--- src/rtl/tone_bank.sv ---
// tone_bank: bank of NUM_CH independent programmable clock dividers.
// Each channel emits a reload tick plus a square or pulse-train output.
module tone_bank #(
  parameter int NUM_CH    = 4,
  parameter int CNT_W     = 16,
  parameter int DEF_COUNT = 749,
  localparam int CH_W     = (NUM_CH > 1) ? $clog2(NUM_CH) : 1
) (
  input  logic              clk,
  input  logic              rst,
  input  logic [NUM_CH-1:0] en,
  input  logic [NUM_CH-1:0] mode,
  input  logic              wr_en,
  input  logic [CH_W-1:0]   wr_ch,
  input  logic [CNT_W-1:0]  wr_data,
  output logic [NUM_CH-1:0] tick,
  output logic [NUM_CH-1:0] wave_out
);

  localparam logic [CNT_W-1:0] DEF = CNT_W'(DEF_COUNT);

  for (genvar ch = 0; ch < NUM_CH; ch++) begin : g_ch
    logic [CNT_W-1:0] per_q;
    logic [CNT_W-1:0] cnt_q;
    logic             tick_q;
    logic             wave_q;
    logic             hit;

    // out-of-range channel numbers never match any channel
    assign hit = wr_en && (int'(wr_ch) == ch);

    always_ff @(posedge clk or posedge rst) begin
      if (rst) begin
        per_q  <= DEF;
        cnt_q  <= DEF;
        tick_q <= 1'b0;
        wave_q <= 1'b0;
      end else if (hit) begin
        per_q  <= wr_data;
        cnt_q  <= wr_data;
        tick_q <= 1'b0;
        if (!mode[ch]) wave_q <= 1'b0;
      end else if (!en[ch]) begin
        cnt_q  <= per_q;
        tick_q <= 1'b0;
        wave_q <= 1'b0;
      end else if (cnt_q == '0) begin
        cnt_q  <= per_q;
        tick_q <= 1'b1;
        wave_q <= mode[ch] ? ~wave_q : 1'b1;
      end else begin
        cnt_q  <= cnt_q - 1'b1;
        tick_q <= 1'b0;
        if (!mode[ch]) wave_q <= 1'b0;
      end
    end

    assign tick[ch]     = tick_q;
    assign wave_out[ch] = wave_q;
  end

endmodule
--- config.mk ---
export PLATFORM = sky130hd
export DESIGN_NAME = tone_bank
export DESIGN_NICKNAME = d
export VERILOG_FILES = /design/src/rtl/tone_bank.sv
export SDC_FILE = /design/constraint.sdc
export NUM_CORES = 1
export LEC_CHECK = 0
export CELL_PAD_IN_SITES_DETAIL_PLACEMENT = 1
export CELL_PAD_IN_SITES_GLOBAL_PLACEMENT = 1
export CORE_MARGIN = 3
export CORE_UTILIZATION = 36
export CTS_CLUSTER_DIAMETER = 200
export CTS_CLUSTER_SIZE = 25
export DETAILED_ROUTE_END_ITERATION = 10
export DONT_BUFFER_PORTS = 1
export GPL_TIMING_DRIVEN = 0
export PLACE_DENSITY_LB_ADDON = 0.1
export SLEW_MARGIN = 25
export SYNTH_ARGS = -nofsm -noshare
export SYNTH_HDL_FRONTEND = slang
export SYNTH_SLANG_ARGS = --single-unit
--- constraint.sdc ---
create_clock -name clk -period 9.4 [get_ports clk]
set_input_delay 1.41 -clock clk [delete_from_list [all_inputs] [get_ports clk]]
set_output_delay 1.41 -clock clk [all_outputs]
set_load 0.1 [all_outputs]
# Yosys cells after proc, flatten, opt, wreduce, memory -nomap -nowiden
# Index checks and enable logic that the tools add are counted.
dict set report op_classes {
  n_bitwise 4
  n_addsub 4
  n_mux 44
  n_reduce_logical 9
  eq_ne 3
}
# cell n
set op_table {}
lappend op_table {{$mux 16} 12}
lappend op_table {{$logic_not 16->1} 4}
lappend op_table {{$sub 16x1->16 const B} 4}
lappend op_table {{$mux 1} 32}
lappend op_table {{$eq 2x2->1 const B} 2}
lappend op_table {{$logic_and 1x1->1} 4}
lappend op_table {{$not 1->1} 4}
lappend op_table {{$eq 2x1->1 const B} 1}
lappend op_table {{$logic_not 2->1} 1}
dict set report totals {
  regBits 136
  elab_cells 80
  input_bits 29
  output_inout_bits 8
}

# Depth between registers and ports, before layout
dict set report depth {
  depth_word 5
  depth_mapped 8
}

# Worst setup path before layout
# OpenSTA, ideal clock, no wires.
dict set report synth_timing {
  kind {input port to flip-flop}
  start {input wr_ch[0]}
  end {register g_ch[0].cnt_q[10]}
  arrival_ns 2.539
  stages 6
  t_required_ns 9.258
  path_slack_ns 6.718
  path_buffers 3
  path_cell_list {clkbuf_1 > or3b_2 > clkbuf_1 > clkbuf_1 > nand2_1 > o221ai_1}
}
dict set report synth_between {
  elab_chain_cells 3
}
# item line
set synth_lines {}
lappend synth_lines {{from (decl)} 14} ;# input logic [CH_W-1:0] wr_ch,
lappend synth_lines {{$logic_not 2->1} 30} ;# assign hit = wr_en && (int'(wr_ch) == ch);
lappend synth_lines {{$logic_and 1x1->1} 30}
lappend synth_lines {{$mux 16} 38} ;# end else if (hit) begin
lappend synth_lines {{to (signal assigned)} 40} ;# cnt_q <= wr_data;
lappend synth_lines {{to (signal assigned)} 44} ;# cnt_q <= per_q;
lappend synth_lines {{to (signal assigned)} 48} ;# cnt_q <= per_q;
lappend synth_lines {{to (decl)} 24} ;# logic [CNT_W-1:0] cnt_q;
# Every way passes these cells.
# A chain may end at the register's enable or synchronous reset.

# Worst setup path after layout
dict set report layout_timing {
  start {input wr_ch[1]}
  end {register g_ch[1].cnt_q[13]}
}
dict set report layout_between {
  elab_chain_cells 3
}
# item line
set layout_lines {}
lappend layout_lines {{$eq 2x2->1} 30}
lappend layout_lines {{$logic_and 1x1->1} 30}
lappend layout_lines {{$mux 16} 38}
lappend layout_lines {{to (signal assigned)} 40}
lappend layout_lines {{to (signal assigned)} 44}
lappend layout_lines {{to (signal assigned)} 48}
lappend layout_lines {{to (decl)} 24}
# Every way passes these cells.

==> flow_results.org <==
** Status
- The run finished with clean final reports.

** Place
- Post-placement cell count :: 921
- PortBufs :: 0
- Worst setup slack before clock tree synthesis :: 6.18 ns
- Area of placed instances :: 0.00694 mm2
- Once detailed placement completed, the half-perimeter wirelength came to between 10000 and 15000 um.
- The congestion estimate from routability-driven global placement came to 0.829.

** Drt
- The first TritonRoute pass finished after 4 iterations.
- Once detail routing completed, the nets flagged for antenna violations numbered 0.
- Post-DR vias/cell :: 5.44
- Mean routed wirelength per cell :: 19.7 um
- Total routed wirelength :: 18800 um
- The first routing iteration left 243 violations.
- Vias after detailed routing :: 5185
- Total DRC errors in the routed layout :: 0

** Layout
- Summing all non-filler instances in the final layout gives an area of 0.00753 mm2.
- Final core utilization :: 42.7%
- Area used by multi-input combinational logic :: 0.00290 mm2
- Counting the fill cells in the layout gives 2017.
- Post-layout nets :: 752
- Leaving out filler cells and counting taps, the final layout contains 953.
- Seq. cell area :: ~0.0035 mm2
- Relative to the synthesized area, the layout overhead comes to 13.7%.
- The repair_antennas step left the layout with diodes totalling 0.
- Share of final-layout standard cells stronger than drive strength 1 :: between 10% and 20%

** Clocking
- Number of buffers created by CTS :: 17
- CTS clock-pin slew for the worst setup and hold paths :: 0.06 ns
- The clock drives around 140 sinks.
- In this run, post-CTS hold repair placed 0 buffers.
- Gates resized during post-CTS repair numbered 0.
- The clock reaches the later pin of the worst-skew pair after 0.42 ns.
- The clock passes through at most 2 buffers.
- Buffers inserted by post-CTS timing repair :: 0
- Buffer cell driving the clock tree root :: clkbuf_16
- TritonCTS built the clock tree.
- In this run the number of H-tree levels came out at 4.

** STA
- Setup violations remaining at the end of the flow were counted as 0.
- Derived from the worst setup path, the maximum achievable clock frequency is 0.360 GHz.
- Worst slew margin :: 45.7%
- The worst path uses 29.6% of the clock period.
- Across all setup checks in the final design, the least slack found is 6.62 ns.
- For the final routed database, the setup TNS stands at 0 ns.
- The routed design could run at a clock period as short as approximately 2.8 ns.
- Max-slew violations :: 0
- Setup repair after global routing left no endpoint under its margin.
- Post-route worst hold slack :: 0.460 ns
- For the pin with the worst max-slew slack, the measured transition is 0.808 ns.
- The final number of hold-violating endpoints came to 0.
- Maximum clock skew at final layout :: 0.00709 ns

** Logic synthesis
- Compound-gate portion of the synthesized area :: 10.8%
- Adder-cell share of the synthesized area :: under 10%
- Of the post-synthesis cell area, the dominant cell type holds 30.2%.
- In this run, synthesis produced a sequential element count of 136.
- The largest total area in the synthesized netlist belongs to dfrtp_1.
- Share of synthesized cell area in and, or, nand and nor gates :: 24.0%
- Counting every net in the synthesized netlist gives 732.
- Post-Syn Area per Cell :: between 9 and 10 um2
- Post-synthesis cell type count :: between 50 and 60
- Parity-gate share of the synthesized area counting xor and xnor cells :: around 6.7%
- Number of enable-type register cells in the synthesized netlist :: 0
- For this run, the leading register cell type out of synthesis is dfrtp_1.
- For this run, the number of Yosys warnings is 0.
- Dominant cell by count in the synthesized netlist :: nand2_1
- After synthesis, the largest family of logic cells by area is simple AND/OR/NAND/NOR gates.
- For this run, asynchronously set or reset flops after synthesis account for 100%.
- Mapped cell area :: 0.00663 mm2
- Synth top cells by count :: 217 x nand2_1, 80 x dfrtp_1, 56 x dfstp_2
- By area the synthesized netlist is led by dfrtp_1 30%, dfstp_2 22%, nand2_1 12%, xnor2_1 4.2%, o221ai_1 3.0%.
- Post-synthesis cell count :: 695
- Of the synthesized area, sequential elements account for 52.4%.
- In the synthesized netlist, mux cells make up 0.793% of the area.

** Pwr
- Summed over all cells, the static leakage comes to 3.32 nW.
- PD cells :: 245 mW/mm2
- Power comes to 1.85 mW.
- IR analysis of the VDD net gives a maximum drop of 0.133 mV.

** Floorplan
- Starting density of the core :: a little under two fifths
- The floorplan step defined a die boundary enclosing 0.0201 mm2.
- Core box area :: 0.0177 mm2
- Overall die width :: 142 um
- Measured along the y axis, the die boundary spans 142 um.
- For this design the top-level I/O count stands at 37.
- Placement Rows :: 48

** Global route
- Entering global routing, the biggest net connects 90 pins.
- Antenna violations before repair :: 0
- The first global-routing pass estimated between 30000 and 40000 um of wire.
- The number of global-route vias before repair came to 5582.
- Global routing consumed, over all layers together, 20.1% of the routing resources.
- Summed over all layers, the global routing overflow is 0.

** Worst setup path
- Data on the critical path arrives at its endpoint at about 3.1 ns.
- The worst setup path is of the input pin to flip-flop kind.
- Origin of the critical flop-to-flop path :: g_ch[1].cnt_q[4]
- STA puts the critical path data required time at between 9 and 10 ns.
- STA classifies the critical path startpoint as an input pin.
- Tracing the worst setup path back leads to its startpoint at wr_ch[1].
- Capturing element type of the critical path :: flip-flop
- Highest net fanout along the worst path :: 10

** Hold path
- Hold WC Path Type :: flip-flop to flip-flop
- The worst hold path begins at g_ch[0].per_q[0].

** Job
- Across the run, the number of max-cap violations was 0.
-- power by group --
group          switching, mW  internal [mW]
Clock                  0.251          0.429
Combinational          0.203          0.150
Sequential            0.0848          0.729
Total                  0.539           1.31
-- metal layers --
layer	routed length, um	GRT usage (%)	vias up
met2	9420	33.3	67
met4	212	5.45	0
met3	673	5.39	19
li1	-	-	2446
met1	8500	26.0	2653
met5	0	0	-
-- registers in the layout (all words and copies together), names as in the netlist --
name	cells
g_ch.cnt_q	64
g_ch.per_q	64
g_ch.tick_q	4
g_ch.wave_q	4
-- critical path, stage by stage --
cell      delay [ns]
clkbuf_1        0.29
or2_2           0.18
clkbuf_1        0.35
buf_1           0.51
nand2_1         0.15
o221ai_1        0.21
-- placed cells by master (no fill, tap or decap), types with 2 or more instances in the layout --
cell type	n
nor3_1	21
nand3_1	35
o211ai_1	13
buf_4	8
clkbuf_8	2
o211ai_2	10
clkinv_2	5
xor2_1	19
or4_4	2
ha_1	8
buf_2	2
or4_1	6
and3b_1	2
nor2_1	29
a21oi_1	6
o21ai_0	10
xnor2_1	32
buf_6	2
inv_1	12
or3_1	4
nor3b_1	2
and3_1	4
nand2_1	217
bufinv_16	3
dfstp_2	56
nand3b_1	4
mux2i_1	3
o31ai_1	5
o22ai_1	2
clkbuf_16	17
or2_2	2
mux2_2	2
o311ai_0	10
or3b_2	2
o221ai_1	23
dfrtp_1	80
nand4_1	6
nor4_1	12
clkbuf_1	31
-- logic make-up after synthesis --
| kind of cell | count (synthesis) |
|---|---|
| AND/OR/NAND/NOR | 355 |
| flip-flops | 136 |
| AO/OA/AOI/OAI | 86 |
| buffers and inverters | 54 |
| XOR/XNOR | 51 |
| adder cells (fa/ha/maj) | 8 |
| multiplexers | 5 |
-- worst paths after layout --
| kind | to | slack (ns) | depth (start not counted) |
|---|---|---|---|
| max | g_ch[1].cnt_q[13] | 6.62 | 6 |
| min | g_ch[0].per_q[0] | 0.46 | 2 |
| max reg2reg | g_ch[1].cnt_q[4] | 6.71 | 6 |
| min reg2reg | g_ch[0].per_q[0] | 0.46 | 2 |
| max in group asynchronous | g_ch[0].per_q[3] | 7.80 | 2 |
| min in group asynchronous | g_ch[3].wave_q | 0.83 | 1 |
-- final cells by class --
type	count	area share [%]
sequential	136	46.1
buffer	41	2.69
clock inverter	9	1.63
timing repair buffer	1	0.365
multi-input combinational	505	38.5
clock buffer	23	6.21
inverter	13	0.747
tap	225	3.74
Note: power is estimated with default switching activity, not from simulation.
